==> src/rtl/delay_line_arbiter.sv <==
// Round-robin arbiter sharing one two-phase self-timed delay line among clocked requesters.
// Define DELAY_ARB_TIMEOUT_EN to add the WAIT timeout and the ERR state.
module delay_line_arbiter #(
    parameter int unsigned NREQ        = 4,
    parameter int unsigned SYNC_STAGES = 2,
    parameter int unsigned CNT_W       = 8,
    parameter int unsigned TIMEOUT     = 200,
    localparam int unsigned IdW        = $clog2(NREQ)
) (
    input  logic             clk_i,
    input  logic             rst_ni,
    input  logic [NREQ-1:0]  req_i,
    output logic [NREQ-1:0]  ack_o,
    output logic [IdW-1:0]   grant_id_o,
    output logic             busy_o,
    output logic             dl_in_r_o,
    input  logic             dl_out_r_i,
    output logic [CNT_W-1:0] lat_cnt_o,
    output logic             lat_valid_o,
    output logic             err_o
);

    if (NREQ < 2 || NREQ > 8 || SYNC_STAGES < 2 || TIMEOUT >= (2 ** CNT_W) - 1) begin : g_bad_cfg
        $error("delay_line_arbiter: illegal parameter combination");
    end

`ifdef DELAY_ARB_TIMEOUT_EN
    typedef enum logic [1:0] {StIdle, StWait, StAck, StErr} state_e;
    localparam logic [CNT_W-1:0] TimeoutVal = CNT_W'(TIMEOUT);
    logic err_q, err_d;
`else
    typedef enum logic [1:0] {StIdle, StWait, StAck} state_e;
`endif

    state_e           state_q, state_d;
    logic [IdW-1:0]   grant_q, grant_d;
    logic [IdW-1:0]   last_q, last_d;
    logic             dl_in_q, dl_in_d;
    logic [CNT_W-1:0] cnt_q, cnt_d;
    logic [CNT_W-1:0] lat_q, lat_d;
    logic             lat_valid_q, lat_valid_d;
    logic [NREQ-1:0]  ack_q, ack_d;

    // sync_q[SYNC_STAGES] is a history copy of the last synchronizer stage for edge detection.
    logic [SYNC_STAGES:0] sync_q;
    logic                 ret_edge;
    logic [IdW-1:0]       winner;
    logic [NREQ-1:0]      grant_oh;
    int unsigned          idx;
    logic                 found;

    assign ret_edge = sync_q[SYNC_STAGES] ^ sync_q[SYNC_STAGES-1];
    assign grant_oh = {{(NREQ-1){1'b0}}, 1'b1} << grant_q;

    // First requester at or after last_q+1, wrapping modulo NREQ.
    always_comb begin
        winner = last_q;
        found  = 1'b0;
        idx    = 0;
        for (int unsigned i = 1; i <= NREQ; i++) begin
            idx = (32'(last_q) + i) % NREQ;
            if (!found && req_i[IdW'(idx)]) begin
                winner = IdW'(idx);
                found  = 1'b1;
            end
        end
    end

    always_comb begin
        state_d     = state_q;
        grant_d     = grant_q;
        last_d      = last_q;
        dl_in_d     = dl_in_q;
        cnt_d       = cnt_q;
        lat_d       = lat_q;
        lat_valid_d = 1'b0;
        ack_d       = ack_q;
`ifdef DELAY_ARB_TIMEOUT_EN
        err_d       = err_q;
`endif
        unique case (state_q)
            StIdle: begin
                if (|req_i) begin
                    grant_d = winner;
                    dl_in_d = ~dl_in_q;
                    cnt_d   = '0;
                    state_d = StWait;
                end
            end
            StWait: begin
                if (ret_edge) begin
                    lat_d       = cnt_q;
                    lat_valid_d = 1'b1;
                    ack_d       = grant_oh;
                    state_d     = StAck;
`ifdef DELAY_ARB_TIMEOUT_EN
                end else if (cnt_q == TimeoutVal) begin
                    lat_d   = TimeoutVal;
                    err_d   = 1'b1;
                    ack_d   = grant_oh;
                    state_d = StErr;
`endif
                end else if (cnt_q != '1) begin
                    cnt_d = cnt_q + 1'b1;
                end
            end
`ifdef DELAY_ARB_TIMEOUT_EN
            StAck, StErr: begin
`else
            StAck: begin
`endif
                if (!req_i[grant_q]) begin
                    ack_d   = '0;
                    last_d  = grant_q;
                    state_d = StIdle;
`ifdef DELAY_ARB_TIMEOUT_EN
                    err_d   = 1'b0;
`endif
                end
            end
            default: state_d = StIdle;
        endcase
    end

    always_ff @(posedge clk_i or negedge rst_ni) begin
        if (!rst_ni) begin
            state_q     <= StIdle;
            grant_q     <= '0;
            last_q      <= IdW'(NREQ - 1);
            dl_in_q     <= 1'b0;
            cnt_q       <= '0;
            lat_q       <= '0;
            lat_valid_q <= 1'b0;
            ack_q       <= '0;
            sync_q      <= '0;
`ifdef DELAY_ARB_TIMEOUT_EN
            err_q       <= 1'b0;
`endif
        end else begin
            state_q     <= state_d;
            grant_q     <= grant_d;
            last_q      <= last_d;
            dl_in_q     <= dl_in_d;
            cnt_q       <= cnt_d;
            lat_q       <= lat_d;
            lat_valid_q <= lat_valid_d;
            ack_q       <= ack_d;
            sync_q      <= {sync_q[SYNC_STAGES-1:0], dl_out_r_i};
`ifdef DELAY_ARB_TIMEOUT_EN
            err_q       <= err_d;
`endif
        end
    end

    assign ack_o       = ack_q;
    assign grant_id_o  = grant_q;
    assign busy_o      = (state_q != StIdle);
    assign dl_in_r_o   = dl_in_q;
    assign lat_cnt_o   = lat_q;
    assign lat_valid_o = lat_valid_q;
`ifdef DELAY_ARB_TIMEOUT_EN
    assign err_o       = err_q;
`else
    assign err_o       = 1'b0;
`endif

endmodule

==> config.mk <==
export PLATFORM = sky130hd
export DESIGN_NAME = delay_line_arbiter
export DESIGN_NICKNAME = d
export VERILOG_FILES = /design/src/rtl/delay_line_arbiter.sv
export SDC_FILE = /design/constraint.sdc
export NUM_CORES = 1
export LEC_CHECK = 0
export ABC_AREA = 0
export BUFFER_PORTS_ARGS = -buffer_cell sky130_fd_sc_hd__buf_2
export CAP_MARGIN = 5
export CORE_MARGIN = 2
export CORE_UTILIZATION = 40
export DETAILED_ROUTE_END_ITERATION = 6
export PLACE_DENSITY_LB_ADDON = 0.12
export SETUP_SLACK_MARGIN = 0.4
export SLEW_MARGIN = 10
export SYNTH_ARGS = -nofsm -noshare
export SYNTH_HDL_FRONTEND = slang
export SYNTH_SLANG_ARGS = --single-unit
==> constraint.sdc <==
create_clock -name clk_i -period 2.59 [get_ports clk_i]
set_input_delay 0.259 -clock clk_i [delete_from_list [all_inputs] [get_ports clk_i]]
set_output_delay 0.259 -clock clk_i [all_outputs]
set_load 0.01 [all_outputs]
Word level (Yosys, flattened, before mapping):

Cells that the tools add are included.

* divide/modulo/power cells: 0
* add/sub/neg operators: 5
* bitwise logic cells: 3
* muxes and demuxes: 30
* reduce and logical (&&, ||, !) cells: 17
* equality and inequality tests: 8
* $mul: 0
* magnitude comparators: 5
* shifts and indexed selects: 1

Operators by type and width (number)
* 8-bit two-way mux: 3
* 8-bit one-hot mux with 2 select lines: 1
* 2-bit by 3-bit < comparator with 1-bit output (second input constant): 5
* 2-bit two-way mux: 7
* 1-bit binary-select mux with 2-bit select: 5
* 1-bit two-way mux: 10
* 2-bit inequality test (second input constant): 5
* 8-bit by 1-bit adder with 8-bit output (second input constant): 1
* 4-bit two-way mux: 2
* 8-bit inequality test (second input constant): 1
* 4-bit one-hot mux with 2 select lines: 1
* 2-bit one-hot mux with 3 select lines: 1
* 2-bit AND reduction: 3
* 3-bit AND reduction: 2
* 2-bit nonzero test: 3
* 2-bit by 1-bit adder with 2-bit output (second input constant): 2
* 2-bit adder (second input constant): 2
* 4-bit AND reduction: 1
* 4-bit OR reduction: 1
* 1-bit by 2-bit << shifter with 4-bit output (first input constant): 1
* 1-bit logical AND: 3
* 1-bit logical NOT: 3
* 2-bit by 1-bit equality test with 1-bit output (second input constant): 1
* 2-bit equality test (second input constant): 1
* other kinds (3): 4

* bits in read-only memories: 0
* logic and storage cells: 78
* bits in registers: 31
* bits of input ports: 7
* output and inout bits: 18
* bits in writable memories: 0
* memories: 0
* latch bits: 0

Logic depth before layout (Yosys ltp):

Gate-level depths: netlist of the first run.

* word-level depth: 13
* depth in mapped cells: 6
* gate-level depth less buffers: 5

Worst setup path before layout of the first run:

No wires, ideal clock.

* path kind: flip-flop to flip-flop
* start: register cnt_q[0]
* end: register cnt_q[3]
* period minus slack after synthesis: 1800 ps
* arrival time: 1722 ps
* slack: 790 ps
* cell stages (with the launch flop): 7
* path buffers: 1
* setup time: 78 ps
* required time: 2512 ps
* cells stage by stage: dfrtp_1 ha_1 and4b_4 and3_4 buf_6 or4_1 a21boi_1

* longest elaborated chain between the ends: 4
* elaborated cells between the ends (all ways): 7
* those cells by class: add/sub (1); eq/ne (2); mux (3); reduce/logical (1)

RTL lines
* start, declared: RTL line 39 `logic [CNT_W-1:0] cnt_q, cnt_d;`
* start signal, assigned: RTL line 144 `cnt_q <= cnt_d;`
* 8-bit by 1-bit adder with 8-bit output: RTL line 104 `cnt_d = cnt_q + 1'b1;`
* 8-bit two-way mux: RTL line 103 `end else if (cnt_q != '1) begin`
* 8-bit two-way mux: RTL line 91 `if (ret_edge) begin`
* 8-bit one-hot mux with 2 select lines: RTL line 81 `unique case (state_q)`

Several ways; a longest one is shown, not always the timed one. The select of a mux whose other input is x is not followed.
A chain may end at the register's enable or synchronous reset.

Final worst setup path of the first run:

Same ends and word-level chain as after synthesis.

==> results of run 1 <==
==> per-layer routing <==
metal | share of wire (%) | GRT usage (%) | wire length [um] | vias up
met5 | 0 | 0 | 0 | -
met4 | 0.64 | 4.79 | 18 | 0
met3 | 3.7 | 5.81 | 106 | 2
met2 | 47 | 23.7 | 1330 | 19
met1 | 49 | 20.8 | 1370 | 508
li1 | - | - | - | 544
==> what timing repair did <==
action	in CTS	in global routing
hold buffers	1	0
buffers inserted	0	0
endpoints found under the hold margin	29	0
endpoints found under the setup margin	0	0
==> kinds of logic after synthesis <==
family                   after synthesis
AND/OR/NAND/NOR                       57
flip-flops                            31
AO/OA/AOI/OAI                         28
buffers and inverters                 12
multiplexers                           5
XOR/XNOR                               3
adder cells (fa/ha/maj)                1
other                                  1
==> per-stage QoR <==
stage | cell area (um2) | utilization [%] | power [W] | setup slack [ns]
after global placement | 1590 | 46.6 | 0.00124 | 0.773
final | 1690 | 49.4 | 0.00165 | 0.714
after floorplan | 1450 | - | 0.00109 | 0.790
after global routing | 1690 | 49.4 | 0.00177 | 0.590
after detailed placement | 1590 | 46.6 | 0.00126 | 0.734
after CTS | 1690 | 49.4 | 0.00166 | 0.719
==> final timing paths <==
path | startpoint | endpoint | slack, ns
setup / recovery | cnt_q[0] | cnt_q[3] | 0.71
hold / removal | dl_out_r_i | sync_q[0] | 0.05
max in group asynchronous | rst_ni | sync_q[0] | 1.67
hold reg to reg | sync_q[0] | sync_q[1] | 0.36
min in group asynchronous | rst_ni | cnt_q[2] | 0.48
setup reg to reg | cnt_q[0] | cnt_q[3] | 0.71
==> power groups by stage <==
stage / registers, W / clock network [W] / logic [W]
2_1_floorplan: 0.000732 / 0 / 0.000354
3_3_place_gp: 0.000717 / 0 / 0.000526
3_5_place_dp: 0.000726 / 0 / 0.000538
4_1_cts: 0.000717 / 0.000408 / 0.000540
5_1_grt: 0.000735 / 0.000438 / 0.000599
6_report: 0.000716 / 0.000398 / 0.000532
==> sequential cells by signal, summed over array words and instances, names as in the netlist <==
register and cells:
cnt_q 8, lat_cnt_o 8, ack_o 4, sync_q 3, grant_id_o 2, last_q 2, state_q 2, dl_in_r_o 1
lat_valid_o 1
==> critical path, cell delays in order, from the launching register on <==
cell      delay (ns)
dfrtp_1         0.44
ha_1            0.28
and4b_4         0.25
and3_4          0.20
or4_1           0.47
a21boi_1        0.15
==> final cells by class <==
type / count / area, um2 / area share, %
clock buffers: 6 / 51.3 / 3.04
clock inverters: 2 / 35.0 / 2.08
inverters: 7 / 26.3 / 1.56
multi-input cells: 95 / 614 / 36.4
flip-flops and latches: 31 / 778 / 46.1
well taps: 46 / 57.6 / 3.41
repair buffers: 24 / 125 / 7.41
==> cells in the mapped netlist (all sizes together), types with 2 or more instances <==
cell,number
inv,7
nor2,5
o31ai,2
a32o,2
nand2,30
or4,4
a22o,2
clkbuf,2
nor3b,2
o21ai,8
nor4,2
dfrtp,29
mux2i,2
dfstp,2
nand3,5
mux2,2
a21boi,3
nand2b,3
a21oi,2
xnor2,2
buf,3
==> impl_metrics.toml, run 1 <==
[layout]
syn_to_final_growth_pct = 16.4
fill_cells = 329
diodes = 0
drive_above_1_share_pct = 25.5
stdcell_count = 211
nNetsFinal = 172
layout_commonest_cell = "nand2_1"
final_cell_mix = "nand2_1, dfrtp_1, buf_2"

[floorplan]
fp.dieH_um = 64.2
ios = 25
rows = 21
die_width_um = 64.2
dieArea_um2 = 4120
initial_utilization_pct = 42.5
core-area_um2 = 3420

[clocking]
clk_latency_ns = 0.33
ctsResizeCount = 0
clkSinkCount = 31
cts_buffer_depth = 2
numCtsBuffers = 5
root_buffer = "clkbuf_4"
cts_tree = "yes"
h-tree-depth = 2
cts.clk_slew.worst_paths_ns = 0.11

[pwr]
pwr-share-clk_pct = 24.2
vdd_drop_max_mv = 0.372
powerDensity_nw_per_um2 = 975
p_sw_w = 0.000589
leakage_nw = 0.815
p_sw_share_pct = 35.8
power_frac_seq_pct = 43.5
power_frac_comb_pct = 32.3
p_int_w = 0.00106

[routing]
drc = 0
dr.pass1.iters = 4
vias_per_cell = 5.09
finalWirelength_um = 2830
antenna_left = 0
drt_iter0_drc = 39
vias = 1073
detail_route.wl_per_cell_um = 13.4

[yosys]
synthTopCellsByArea = "dfrtp_1, nand2_1, dfstp_2"
synth_top_area_cell = "dfrtp_1"
netlist.area_leader.share_pct = 50.0
synthCells = 138
synth_compound_area_share_pct = 14.5
synth_edf_count = 0
synth_top_family_by_area = "simple AND/OR/NAND/NOR gates"
async_flop_share_pct = 100
ys_seq_area_share_pct = 53.7
synth.distinct_cells = 46
synthMuxAreaShare_pct = 4.49
syn_area_per_cell_um2 = 10.5
synth.yosys.warnings = 0
syn_nets = 146
synth_simple_gate_area_share_pct = 20.4
synth_flop_cell = "dfrtp_1"
synth_fa_ha_area_share_pct = 0.863
synth_seq_cells = 31
synth-xor-area-share_pct = 1.81
synthesis.area_um2 = 1450

[place]
dp_cells = 202
post-dp-hpwl_um = 2090
port_buffers = 23
gp_congestion = 0.814

[grt]
first_global_vias = 1039
grt_util_all_layers_pct = 15.6
grt_antenna_before_repair = 0
grt_max_degree = 32
grt-ovfl-total = 0
grt_pass1_wl_um = 4930

[sta]
rsz0062_at_grt = "false"
fmaxAchievable_mhz = 533
slew_viol_final = 0
finClkSkew_ns = 0.0161
fin_hold_ws_ns = 0.0451
relSlewSlack_pct = 56.1
final.setup.tns_ns = 0
worst_pin_slew_ns = 0.658
setup_viol = 0
finalHoldViolCount = 0
fin_crit_ns = 1.88
min_period_over_period_pct = 72.4

[setup_path]
rr_worst_depth = 5
crit_arrival_ns = 2.13
cp_max_fo = 7
cp.required_ns = 2.84
crit_type = "flop to flop"
critPathLaunchType = "flop"
cp-end-kind = "flop"

[job]
drv_cap = 0

[outcome]
status = "finished, final reports clean"

[hold_path]
min_path_type = "input pin to flop"
min_path_cells = 1
(Power assumes the default switching activity.)
==> run 2, diff against run 1 <==
Clock period 2.59 ns to 1.8 ns, I/O delays scaled along.
==> impl_metrics.toml, run 2 (synthesis gave the netlist of run 1 again) <==
[outcome]
status = "finished, final reports clean"

[setup_path]
critPathLaunchType = "flop"
cp-end-kind = "flop"
crit_start = "cnt_q[0]"
crit_arrival_ns = 1.86
rr_worst_depth = 6
rrSetupSlack_ns = 0.16
crit_end = "cnt_q[3]"
cp_max_fo = 6
crit_type = "flop to flop"
timing.rr.start = "cnt_q[0]"
regToRegEndpoint = "cnt_q[3]"
cp.required_ns = 2.03

[sta]
finClkSkew_ns = 0.00239
fmaxAchievable_mhz = 611
rsz0062_at_grt = "true"
final.setup.tns_ns = 0
fin_crit_ns = 1.64
setup_viol = 0
worst_pin_slew_ns = 0.684
relSlewSlack_pct = 54.4
min_period_over_period_pct = 90.9
slew_viol_final = 0
finalHoldViolCount = 0

[hold_path]
min_path_type = "input pin to flop"

[layout]
stdcell_area_um2 = 2080
layout_commonest_cell = "nand2_1"
final_cell_mix = "nand2_1, dfrtp_1, buf_2"
nNetsFinal = 200
diodes = 0
drive_above_1_share_pct = 47.7
fill_cells = 264
syn_to_final_growth_pct = 43.4

[routing]
vias_per_cell = 5.32
antenna_left = 0
dr.pass1.iters = 4
finalWirelength_um = 3440
drc = 0
drt_iter0_drc = 60
detail_route.wl_per_cell_um = 14.4
vias = 1271

[floorplan]
core-area_um2 = 3420
die_width_um = 64.2
ios = 25
dieArea_um2 = 4120
rows = 21
fp.dieH_um = 64.2
initial_utilization_pct = 42.5

[place]
gp_congestion = 0.828
place_area_um2 = 1640
port_buffers = 23
post-dp-hpwl_um = 2060

[clocking]
h-tree-depth = 2
cts_buffer_depth = 2
clk_latency_ns = 0.34
cts.clk_slew.worst_paths_ns = 0.10
numCtsBuffers = 5
root_buffer = "clkbuf_4"
clkSinkCount = 31
cts_tree = "yes"

[grt]
grt_max_degree = 32
grt_util_all_layers_pct = 18.2
grtUsageMet3_pct = 5.11
first_global_vias = 1216
grt-ovfl-total = 0
top_usage_layer = "met2"
grt_antenna_before_repair = 0
met1_usage_pct = 23.6
grt.met2_usage_pct = 28.1
grt_pass1_wl_um = 5740

[pwr]
leakage_nw = 0.986
p_sw_w = 0.00111
powerDensity_nw_per_um2 = 1480
power_frac_comb_pct = 47.8
p_sw_share_pct = 36.0
power_frac_seq_pct = 33.3
p_int_w = 0.00197
pwr-share-clk_pct = 18.9
vdd_drop_max_mv = 0.761

[job]
drv_cap = 0
## run 2: cell count changes in the layout (fill, tap and decap cells not counted), sizes merged
cell	before	now
a22oi	1	2
dlygate4sd3	1	2
buf	23	49
## run 2: layer usage
layer  part of all wire (%)  wire length, um
met3                    5.5              190
met1                     44             1530
met4                    1.8               61
met5                      0                0
met2                     48             1660
## run 2: cell type report
class	instances	area (um2)	share of cell area, %
Timing Repair Buffer	51	363	17.4
Clock inverter	2	35.0	1.68
Multi-Input combinational cell	96	761	36.6
Tap cell	46	57.6	2.77
Clock buffer	6	51.3	2.47
Sequential cell	31	781	37.5
Inverter	7	31.3	1.50
## run 2: critical path, stage by stage (launching register included)
cell,delay (ns)
dfrtp_1,0.42
ha_4,0.17
and4b_4,0.19
and3_4,0.21
buf_4,0.14
o31ai_1,0.29
a21boi_2,0.09
## run 2: worst min path at each step
stage | from | endpoint | slack (ns) | cells past startpoint
after floorplan | rst_ni | ack_o[0] | -0.12 | 0
after global placement | rst_ni | lat_cnt_o[4] | 0.25 | 1
after detailed placement | rst_ni | lat_cnt_o[4] | 0.27 | 1
after CTS | req_i[1] | grant_id_o[1] | 0.26 | 4
after global routing | req_i[1] | grant_id_o[1] | 0.32 | 4
final | req_i[1] | grant_id_o[1] | 0.27 | 4
## run 2: repair_timing
| action | in CTS | in global routing |
|---|---|---|
| cloned | 1 | 0 |
| setup buffers | 17 | 4 |
| endpoints found under the hold margin | 30 | 0 |
| pin swaps | 13 | 8 |
| setup endpoints to repair | 15 | 25 |
| hold buffers | 2 | 0 |
| resized for setup | 14 | 24 |
## run 2: power by group through the flow
stage                     Sequential [W]  Clock [W]  Combinational [W]
final                            0.00103   0.000583            0.00148
after global routing             0.00105   0.000633            0.00160
after CTS                        0.00102   0.000591            0.00122
after detailed placement         0.00104          0           0.000856
after global placement           0.00104          0           0.000842
after floorplan                  0.00106          0           0.000515
## run 2: through the flow
stage               hold slack, ns  util (%)  cells  total power, W  setup WS, ns
floorplan                   -0.116         -    138         0.00157         0.165
global placement             0.251      48.1    207         0.00188         0.152
detailed placement           0.267      48.1    207         0.00190        0.0747
CTS                          0.263      56.8    235         0.00282         0.185
global route                 0.320      60.9    239         0.00329         0.117
finish                       0.269      60.9    239         0.00308         0.165
